<file path="config.mk">
export PLATFORM = sky130hd
export DESIGN_NAME = vx_fetch_ibuffer
export DESIGN_NICKNAME = d
export VERILOG_FILES = /design/src/rtl/vx_fetch_ibuffer_pkg.sv /design/src/rtl/vx_fetch_ibuffer_queue.sv /design/src/rtl/vx_fetch_ibuffer.sv
export SDC_FILE = /design/constraint.sdc
export NUM_CORES = 1
export LEC_CHECK = 0
export BUFFER_PORTS_ARGS = -buffer_cell sky130_fd_sc_hd__buf_4
export CAP_MARGIN = 40
export CELL_PAD_IN_SITES_DETAIL_PLACEMENT = 1
export CELL_PAD_IN_SITES_GLOBAL_PLACEMENT = 1
export CORE_MARGIN = 8
export CORE_UTILIZATION = 55
export DETAILED_ROUTE_END_ITERATION = 16
export PLACE_DENSITY_LB_ADDON = 0.25
export SETUP_SLACK_MARGIN = 0.4
export SLEW_MARGIN = 20
export SYNTH_ARGS = -nofsm -noshare
export SYNTH_HDL_FRONTEND = slang
export SYNTH_HIERARCHICAL = 1
export SYNTH_SLANG_ARGS = --single-unit
</file>
<file path="constraint.sdc">
create_clock -name clk -period 5.2 [get_ports clk]
set_clock_uncertainty 0.15 [all_clocks]
set_input_delay 0.26 -clock clk [delete_from_list [all_inputs] [get_ports clk]]
set_output_delay 0.26 -clock clk [all_outputs]
set_load 0.01 [all_outputs]
</file>
<file path="src/rtl/vx_fetch_ibuffer_pkg.sv">
// Shared fetch/ibuffer types and default sizes; no logic.
// Fetch-to-decode payload grouping at the default configuration.
package vx_fetch_ibuffer_pkg;

    localparam int VX_NUM_WARPS   = 4;
    localparam int VX_NUM_THREADS = 4;
    localparam int VX_IBUF_SIZE   = 4;
    localparam int VX_PC_BITS     = 31;
    localparam int VX_UUID_WIDTH  = 44;

    typedef struct packed {
        logic [$clog2(VX_NUM_WARPS)-1:0] wid;
        logic [VX_PC_BITS-1:0]           PC;
        logic [VX_NUM_THREADS-1:0]       tmask;
        logic [31:0]                     instr;
        logic [VX_UUID_WIDTH-1:0]        uuid;
    } fetch_data_t;

endpackage

</file>
<file path="src/rtl/vx_fetch_ibuffer_queue.sv">
// Single-warp circular FIFO: write visible next cycle, head read is combinational.
// Push ignored when full, pop ignored when empty; no bypass.
module vx_ibuf_queue #(
    parameter int DATA_W = 8,
    parameter int DEPTH  = 4
) (
    input  logic              clk,
    input  logic              reset,
    input  logic              i_push,
    input  logic [DATA_W-1:0] i_dat,
    input  logic              i_pop,
    output logic [DATA_W-1:0] o_dat,
    output logic              o_full,
    output logic              o_empty
);

    localparam int AW = $clog2(DEPTH);
    localparam int CW = $clog2(DEPTH + 1);

    logic [DATA_W-1:0] r_mem [DEPTH];
    logic [AW-1:0]     r_rd_ptr;
    logic [AW-1:0]     r_wr_ptr;
    logic [CW-1:0]     r_count;
    logic              w_push;
    logic              w_pop;

    assign o_full  = (r_count == CW'(DEPTH));
    assign o_empty = (r_count == '0);
    assign w_push  = i_push && !o_full;
    assign w_pop   = i_pop && !o_empty;
    assign o_dat   = r_mem[r_rd_ptr];

    // Storage has no reset so it can map onto distributed RAM.
    always_ff @(posedge clk) begin
        if (w_push) begin
            r_mem[r_wr_ptr] <= i_dat;
        end
    end

    always_ff @(posedge clk or posedge reset) begin
        if (reset) begin
            r_rd_ptr <= '0;
            r_wr_ptr <= '0;
            r_count  <= '0;
        end else begin
            if (w_push) begin
                r_wr_ptr <= r_wr_ptr + 1'b1;
            end
            if (w_pop) begin
                r_rd_ptr <= r_rd_ptr + 1'b1;
            end
            case ({w_push, w_pop})
                2'b10:   r_count <= r_count + 1'b1;
                2'b01:   r_count <= r_count - 1'b1;
                default: r_count <= r_count;
            endcase
        end
    end

endmodule

</file>
<file path="src/rtl/vx_fetch_ibuffer.sv">
// Per-warp instruction buffer with round-robin issue to decode; 1-cycle push-to-visible.
// in_ready depends only on the target warp's fullness; a stalled grant is locked until it fires.
module vx_fetch_ibuffer
    import vx_fetch_ibuffer_pkg::*;
#(
    parameter int NUM_WARPS   = VX_NUM_WARPS,
    parameter int NUM_THREADS = VX_NUM_THREADS,
    parameter int IBUF_SIZE   = VX_IBUF_SIZE,
    parameter int PC_BITS     = VX_PC_BITS,
    parameter int UUID_WIDTH  = VX_UUID_WIDTH,
    parameter int NW_WIDTH    = $clog2(NUM_WARPS)
) (
    input  logic                   clk,
    input  logic                   reset,
    input  logic                   in_valid,
    output logic                   in_ready,
    input  logic [NW_WIDTH-1:0]    in_wid,
    input  logic [PC_BITS-1:0]     in_PC,
    input  logic [NUM_THREADS-1:0] in_tmask,
    input  logic [31:0]            in_instr,
    input  logic [UUID_WIDTH-1:0]  in_uuid,
    output logic                   out_valid,
    input  logic                   out_ready,
    output logic [NW_WIDTH-1:0]    out_wid,
    output logic [PC_BITS-1:0]     out_PC,
    output logic [NUM_THREADS-1:0] out_tmask,
    output logic [31:0]            out_instr,
    output logic [UUID_WIDTH-1:0]  out_uuid,
    output logic [NUM_WARPS-1:0]   ibuf_pop,
    output logic [NUM_WARPS-1:0]   ibuf_empty
);

    // The wid is implied by which queue holds the entry, so it is not stored.
    typedef struct packed {
        logic [PC_BITS-1:0]     PC;
        logic [NUM_THREADS-1:0] tmask;
        logic [31:0]            instr;
        logic [UUID_WIDTH-1:0]  uuid;
    } ibuf_ent_t;

    localparam int ENT_W = $bits(ibuf_ent_t);

    ibuf_ent_t             w_in_ent;
    ibuf_ent_t             w_q_dat [NUM_WARPS];
    logic [NUM_WARPS-1:0]  w_full;
    logic [NUM_WARPS-1:0]  w_empty;
    logic [NUM_WARPS-1:0]  w_req;
    logic                  w_in_fire;
    logic                  w_out_fire;
    logic [NW_WIDTH-1:0]   w_rr_grant;
    logic [NW_WIDTH-1:0]   w_grant;
    logic [NW_WIDTH-1:0]   w_idx;
    logic                  w_found;

    logic [NW_WIDTH-1:0]   r_prio;
    logic                  r_locked;
    logic [NW_WIDTH-1:0]   r_lock_grant;

    assign w_in_ent   = '{PC: in_PC, tmask: in_tmask, instr: in_instr, uuid: in_uuid};
    assign in_ready   = ~w_full[in_wid];
    assign w_in_fire  = in_valid && in_ready;
    assign w_req      = ~w_empty;
    assign out_valid  = |w_req;
    assign w_out_fire = out_valid && out_ready;

    for (genvar w = 0; w < NUM_WARPS; w++) begin : g_queue
        vx_ibuf_queue #(
            .DATA_W (ENT_W),
            .DEPTH  (IBUF_SIZE)
        ) u_queue (
            .clk     (clk),
            .reset   (reset),
            .i_push  (w_in_fire && (in_wid == NW_WIDTH'(w))),
            .i_dat   (w_in_ent),
            .i_pop   (w_out_fire && (w_grant == NW_WIDTH'(w))),
            .o_dat   (w_q_dat[w]),
            .o_full  (w_full[w]),
            .o_empty (w_empty[w])
        );
    end

    always_comb begin
        w_rr_grant = r_prio;
        w_found    = 1'b0;
        w_idx      = '0;
        for (int i = 0; i < NUM_WARPS; i++) begin
            w_idx = r_prio + NW_WIDTH'(i);
            if (!w_found && w_req[w_idx]) begin
                w_rr_grant = w_idx;
                w_found    = 1'b1;
            end
        end
    end

    // A stalled grant stays put even if a higher-priority warp fills meanwhile.
    assign w_grant = r_locked ? r_lock_grant : w_rr_grant;

    always_ff @(posedge clk or posedge reset) begin
        if (reset) begin
            r_prio       <= '0;
            r_locked     <= 1'b0;
            r_lock_grant <= '0;
        end else begin
            r_locked     <= out_valid && !out_ready;
            r_lock_grant <= w_grant;
            if (w_out_fire) begin
                r_prio <= w_grant + 1'b1;
            end
        end
    end

    assign out_wid    = w_grant;
    assign out_PC     = w_q_dat[w_grant].PC;
    assign out_tmask  = w_q_dat[w_grant].tmask;
    assign out_instr  = w_q_dat[w_grant].instr;
    assign out_uuid   = w_q_dat[w_grant].uuid;
    assign ibuf_pop   = w_out_fire ? (NUM_WARPS'(1) << w_grant) : '0;
    assign ibuf_empty = w_empty;

endmodule

</file>
==> run_results.csv, run 1 <==
group,metric,value,unit
run_status,status,"finished, final reports clean",
synth,ys_ff_latch,1809,
sta,slew_violations,0,
clock_tree,clk_pin_slew,0.06,ns
clock_tree,clockBufferDepth,3,
layout,syn_to_final_growth,15.1,%
synth,synthAdderAreaFrac,0.470,%
floorplanning,die_area,139000,um2
worst_setup_path,end_kind,"output pin",
synth,synth-simple-area-share,0.513,%
synth,syn_area,70200,um2
clock_tree,clk_latency,0.79,ns
sta,clock.fmax,218,MHz
sta,rsz0062_at_grt,"false",
pwr,leakage,26.6,nW
worst_setup_path,critPathArrivalTime,4.18,ns
routing,wl,176,mm
synth,yosysWarnings,6,
worst_setup_path,path_max_fanout,64,
floorplanning,start_util,55.2,%
synth,synth_edf_count,1776,
sta,worst_pin_slew,1.01,ns
synth,muxShareOfSynthArea,19.1,%
layout,layout_common_cells,"edfxtp_1 (1776), mux4_2 (445), mux2i_1 (338)",
layout,fin_util,63.6,%
routing,antenna_left,0,
synth,syn_inst,2894,
worst_setup_path,critical_path_class,"register to output pin",
floorplanning,coreArea,127000,um2
synth,ys.flop_type,"edfxtp_1",
synth,avgSynthCellArea,24.3,um2
routing,dr_total_vias,32739,
floorplanning,fp.dieW,373,um
routing,wl_per_cell,33.8,um
floorplanning,die_y,373,um
clock_tree,cts_setup_buffers,0,
synth,synth_compound_area_share,0.196,%
placed_design,place_ws,0.964,ns
flow_run,drv_cap,0,
layout,stdcell_area,80900,um2
layout,fillers,10021,
sta,finalHoldViolCount,0,
global_route,grt_pass1_wl,252,mm
sta,slew-limit-headroom,32.7,%
floorplanning,rows,131,
worst_setup_path,crit_required,4.79,ns
routing,first_pass_iters,7,
min_path,hold_class,"input pin to register",
global_route,grt_max_degree,112,
placed_design,dp_hpwl,94.4,mm
sta,setup_viol_count_final,0,
sta,min_period_over_period,88.3,%
worst_setup_path,start_kind,"register",
sta,min_period,4.59,ns
pwr,powerDensity,547,nW/um2
layout,drive_gt1_share,29.8,%
clock_tree,ctsRootBufferMaster,"clkbuf_16",
synth,async_reset_ff_share,1.82,%
layout,nNetsFinal,3520,
clock_tree,cts_buffers,179,
pwr,peakVddDrop,0.000378,V
floorplanning,pin_count,240,
clock_tree,cts.sinks,1809,
synth,synth_top_family_by_area,"multiplexers",
clock_tree,cts_tree,"done",
placed_design,placed_area,73800,um2
routing,drt-initial-drc-count,3089,
placed_design,io_buffers,239,
sta,tns,0,ns
synth,synthXorXnorAreaFrac,0.312,%
global_route,grt_pass1_vias,35792,
layout,final_common_cell,"edfxtp_1",
synth,syn_nets,3035,
global_route,grt_overflow,0,
global_route,antenna_found_initial,13,
routing,drc_errors,0,
synth,yosysSeqAreaShare,77.1,%
sta,timing.final.ws_setup,0.608,ns
global_route,grt_use_total,24.9,%
placed_design,gp_congestion,0.756,
clock_tree,htreeDepth,4,
routing,vias_per_cell,6.29,
synth,yosysUniqueCellTypes,43,
[critical path, stage by stage (launching register included)]
cell and delay [ns]:
dfrtp_1 0.45, nor3_2 0.45, a31oi_1 0.30, o41ai_4 0.44
buf_4 0.38, buf_12 0.50, mux2i_1 0.20, mux2i_1 0.42
buf_4 0.21
[flip-flops by register name, summed over array words and instances (netlist names)]
signal and flops:
g_queue.u_queue/r_count 12, g_queue.u_queue/r_rd_ptr 8, g_queue.u_queue/r_mem 1776, r_prio 2, r_lock_grant 2, r_locked 1
g_queue.u_queue/r_wr_ptr 8
[report_power, final]
group	internal [W]	leakage, nW	switching, W
registers	0.0170	16.4	0.000775
clock network	0.00723	2.78	0.00540
logic	0.00642	7.44	0.00741
[metrics by stage]
stage               cells  hold slack, ns  total power (W)
CTS                  5191          0.0968           0.0446
floorplan            2894          -0.111           0.0271
detailed placement   4738          0.0762           0.0319
global route         5195           0.142           0.0457
global placement     4731          0.0596           0.0314
finish               5202           0.160           0.0443
[cell usage after synthesis (all sizes together) (2+ instances only)]
master	n	share of area [%]
edfxtp	1776	76
mux4	445	14
mux2i	338	4.8
buf	127	1.9
dfrtp	33	1.2
inv	31	0.17
ha	20	0.36
and2	16	0.14
xnor2	13	0.16
xor2	12	0.15
nand2	10	0.053
nor2	7	0.037
nor2b	7	0.062
nor3	7	0.050
nor3b	7	0.075
clkbuf	6	0.048
bufbuf	5	0.13
o31a	5	0.062
fa	4	0.11
mux2	4	0.064
o21ai	4	0.034
nand2b	2	0.018
nand3b	2	0.021
o21a	2	0.021
[metal layers]
metal,up-vias,track usage (%),routed length (um),share of wire [%]
met5,-,0,34,0.019
met4,6,6.05,3540,2.0
met3,235,4.54,11400,6.5
met2,1293,43.6,90600,52
met1,17922,32.8,70100,40
li1,13283,-,-,-
[layout make-up]
| type | instances | area, um2 | area share [%] |
|---|---|---|---|
| antenna | 10 | 25.0 | 0.0310 |
| clock buffer | 225 | 4760 | 5.88 |
| clock inverter | 107 | 946 | 1.17 |
| inverter | 31 | 116 | 0.144 |
| multi-input combinational | 916 | 14600 | 18.0 |
| sequential | 1809 | 54200 | 67.0 |
| tap | 1662 | 2080 | 2.57 |
| timing repair buffer | 442 | 4170 | 5.16 |
[final timing paths]
kind | start | end | slack [ns] | cells past startpoint
setup reg to reg | g_queue[1].u_queue/r_count[0]$_DFFE_PP0P_ | g_queue[3].u_queue/r_count[2]$_DFFE_PP0P_ | 0.93 | 13
hold / removal | in_PC[15] | g_queue[2].u_queue/r_mem[1][95]$_DFFE_PP_ | 0.16 | 2
min in group asynchronous | reset | r_prio[0]$_DFFE_PP0P_ | 0.53 | 4
max in group asynchronous | reset | g_queue[2].u_queue/r_rd_ptr[1]$_DFFE_PP0P_ | 4.04 | 4
hold reg to reg | g_queue[1].u_queue/r_count[2]$_DFFE_PP0P_ | g_queue[1].u_queue/r_count[2]$_DFFE_PP0P_ | 0.37 | 1
setup / recovery | g_queue[2].u_queue/r_count[0]$_DFFE_PP0P_ | out_tmask[2] | 0.61 | 8
[logic make-up after synthesis]
kind of cell | after synthesis
simple gates | 63
buf+inv | 169
xor+xnor | 25
compound gates | 17
fa+ha+maj | 24
flops | 1809
mux | 787
[repair_timing]
action                                 in CTS  in global routing
hold buffers                              120                  0
gates cloned                                1                  0
gates resized for setup                     3                  2
setup endpoints to repair                  47                 71
endpoints found under the hold margin    1819                  0
Power figures use the tool's default switching activity.
==> run 2: changes to the inputs <==
ABC_CLOCK_PERIOD_IN_PS = 5200   (was not set)
GPL_ROUTABILITY_DRIVEN = 0   (was not set)
RECOVER_POWER = 100   (was not set)
==> run 2 against run 1 <==
  * The flow now finishes with violations (capacitance limit, slew limit)
  * Critical path depth unchanged
  * Worst hold slack improved by 0.21 ns
  * Sequential cell count unchanged
  * Register-to-register slack got worse by 0.55 ns
  * Total power decreased by 1.8%
  * Worst setup slack lost 0.27 ns
  * Maximum frequency fell by 5.5%
  * Routed wire length shrank 0.23%
  * Combinational power shrank 6%
  * Die area unchanged
  * Via count barely moved
  * Final cell count unchanged
==> run_results.csv, run 2 (synthesis results as in run 1) <==
group,metric,value,unit
worst_setup_path,endpoint,"g_queue[1].u_queue/r_mem[1][108]$_DFFE_PP_",
clock_tree,cts_buffers,179,
layout,layout_common_cells,"edfxtp_1 (1776), mux4_2 (445), mux2i_1 (338)",
layout,largest_reg_flops,1776,
worst_setup_path,path_max_fanout,35,
layout,regMostFlops,"g_queue.u_queue/r_mem",
sta,finalHoldViolCount,0,
pwr,powerDensity,545,nW/um2
clock_tree,clockBufferDepth,3,
worst_setup_path,r2r_cells,6,
floorplanning,die_y,373,um
placed_design,dp_hpwl,94.4,mm
worst_setup_path,crit_required,5.49,ns
sta,tns,0,ns
worst_setup_path,critical_path_class,"input pin to register",
global_route,antenna_found_initial,13,
routing,dr_total_vias,32744,
sta,min_period,4.86,ns
worst_setup_path,critPathArrivalTime,5.15,ns
clock_tree,cts_setup_buffers,0,
worst_setup_path,critPathMostFrequentCell,"dlygate4sd3_1",
pwr,pwr-share-comb,30.0,%
pwr,peakVddDrop,0.000379,V
floorplanning,start_util,55.2,%
pwr,p_clk_share,29.0,%
layout,stdcell_area,79700,um2
routing,vias_per_cell,6.29,
global_route,grt_use_total,24.9,%
worst_setup_path,startpoint,"in_valid",
pwr,p_int,0.0299,W
clock_tree,cts_tree,"done",
sta,clock.fmax,206,MHz
pwr,power.net_switching,0.0135,W
clock_tree,htreeDepth,4,
global_route,grt_overflow,0,
placed_design,io_buffers,239,
routing,wl,175,mm
pwr,netSwitchingFraction,31.2,%
sta,slew_violations,780,
min_path,hold_start,"g_queue[1].u_queue/r_count[2]$_DFFE_PP0P_",
placed_design,placed_area,73800,um2
worst_setup_path,start_kind,"input pin",
worst_setup_path,ff2ff_setup_slack,0.38,ns
worst_setup_path,end_kind,"register",
floorplanning,die_area,139000,um2
layout,final_common_cell,"edfxtp_1",
worst_setup_path,reg2reg_to,"g_queue[2].u_queue/r_mem[2][44]$_DFFE_PP_",
sta,worst_pin_slew,2.87,ns
floorplanning,pin_count,240,
clock_tree,ctsRootBufferMaster,"clkbuf_16",
global_route,grt_pass1_vias,35792,
pwr,seq_power_share,41.0,%
layout,reg.largest.list,"g_queue.u_queue/r_mem (1776), g_queue.u_queue/r_count (12)",
clock_tree,clk_latency,0.79,ns
sta,rsz0062_at_grt,"false",
pwr,leakage,25.7,nW
clock_tree,clk_pin_slew,0.06,ns
flow_run,drv_cap,17,
routing,drc_errors,0,
global_route,grt_pass1_wl,252,mm
sta,slew-limit-headroom,-91.3,%
floorplanning,coreArea,127000,um2
routing,wl_per_cell,33.7,um
worst_setup_path,r2r-start,"g_queue[2].u_queue/r_count[2]$_DFFE_PP0P_",
worst_setup_path,crit_chain,"dlygate4sd3_1, clkbuf_1, nand2_1, dlygate4sd3_1, nor3_1, nor2b_1, and2_1, buf_4",
floorplanning,fp.dieW,373,um
run_status,status,"finished, violations left",
routing,first_pass_iters,5,
routing,antenna_left,0,
sta,whs,0.365,ns
sta,min_period_over_period,93.5,%
global_route,grt_max_degree,112,
run_status,violations,"capacitance limit, slew limit",
routing,drt-initial-drc-count,3170,
sta,setup_viol_count_final,0,
worst_setup_path,critPathMaxStageDelay,2.18,ns
layout,nNetsFinal,3520,
layout,syn_to_final_growth,13.5,%
clock_tree,cts.sinks,1809,
min_path,hold_class,"register to register",
worst_setup_path,cp_slowest_cell,"and2_1",
floorplanning,rows,131,
layout,drive_gt1_share,22.6,%
[run 2: critical path: cells and delay by family]
family | cells | cell delay (ns)
AND/OR/NAND/NOR | 4 | 2.93
buffers and inverters | 4 | 1.92
[run 2: per-layer routing]
layer  vias up  global-route usage (%)  wire [um]
met5         -                       0         34
met1     17936                    32.8      70000
met2      1275                    43.6      90200
met4         6                    6.05       3660
li1      13289                       -          -
met3       238                    4.54      11400
[run 2: per-stage QoR]
stage	setup WS, ns	instances	power, W	util (%)
final	0.339	5202	0.0435	62.7
after global routing	0.209	5195	0.0449	62.7
after CTS	0.430	5191	0.0446	63.5
after detailed placement	0.964	4738	0.0319	58.1
after global placement	1.15	4731	0.0314	57.9
after floorplan	0.799	2894	0.0271	-
[run 2: layout make-up]
class | count | area (um2)
clock buffer | 225 | 4760
timing repair buffer | 442 | 3090
antenna | 10 | 25.0
tap | 1662 | 2080
sequential | 1809 | 54200
multi-input combinational | 916 | 14500
clock inverter | 107 | 946
fill | 10181 | 47500
inverter | 31 | 116
[run 2: how the worst min path moves through the flow]
stage	endpoint	slack, ns	depth (start not counted)
after global placement	r_lock_grant[1]$_DFF_PP0_	0.06	2
after global routing	g_queue[1].u_queue/r_mem[0][53]$_DFFE_PP_	0.38	2
after floorplan	r_lock_grant[0]$_DFF_PP0_	-0.11	1
final	g_queue[1].u_queue/r_count[2]$_DFFE_PP0P_	0.37	1
after detailed placement	r_prio[1]$_DFFE_PP0P_	0.08	2
after CTS	g_queue[2].u_queue/r_mem[1][95]$_DFFE_PP_	0.1	2
[run 2: what timing repair did]
action	4_1_cts	5_1_grt
setup endpoints to repair	47	71
endpoints found under the hold margin	1819	0
pin swaps	0	0
gates resized for setup	3	2
hold buffers	120	0
gates cloned	1	0
[run 2: power groups by stage]
stage	combinational [W]	sequential (W)	clock, W
3_3_place_gp	0.0131	0.0182	0
4_1_cts	0.0140	0.0179	0.0128
3_5_place_dp	0.0137	0.0182	0
5_1_grt	0.0138	0.0179	0.0133
6_report	0.0130	0.0178	0.0126
2_1_floorplan	0.00953	0.0176	0
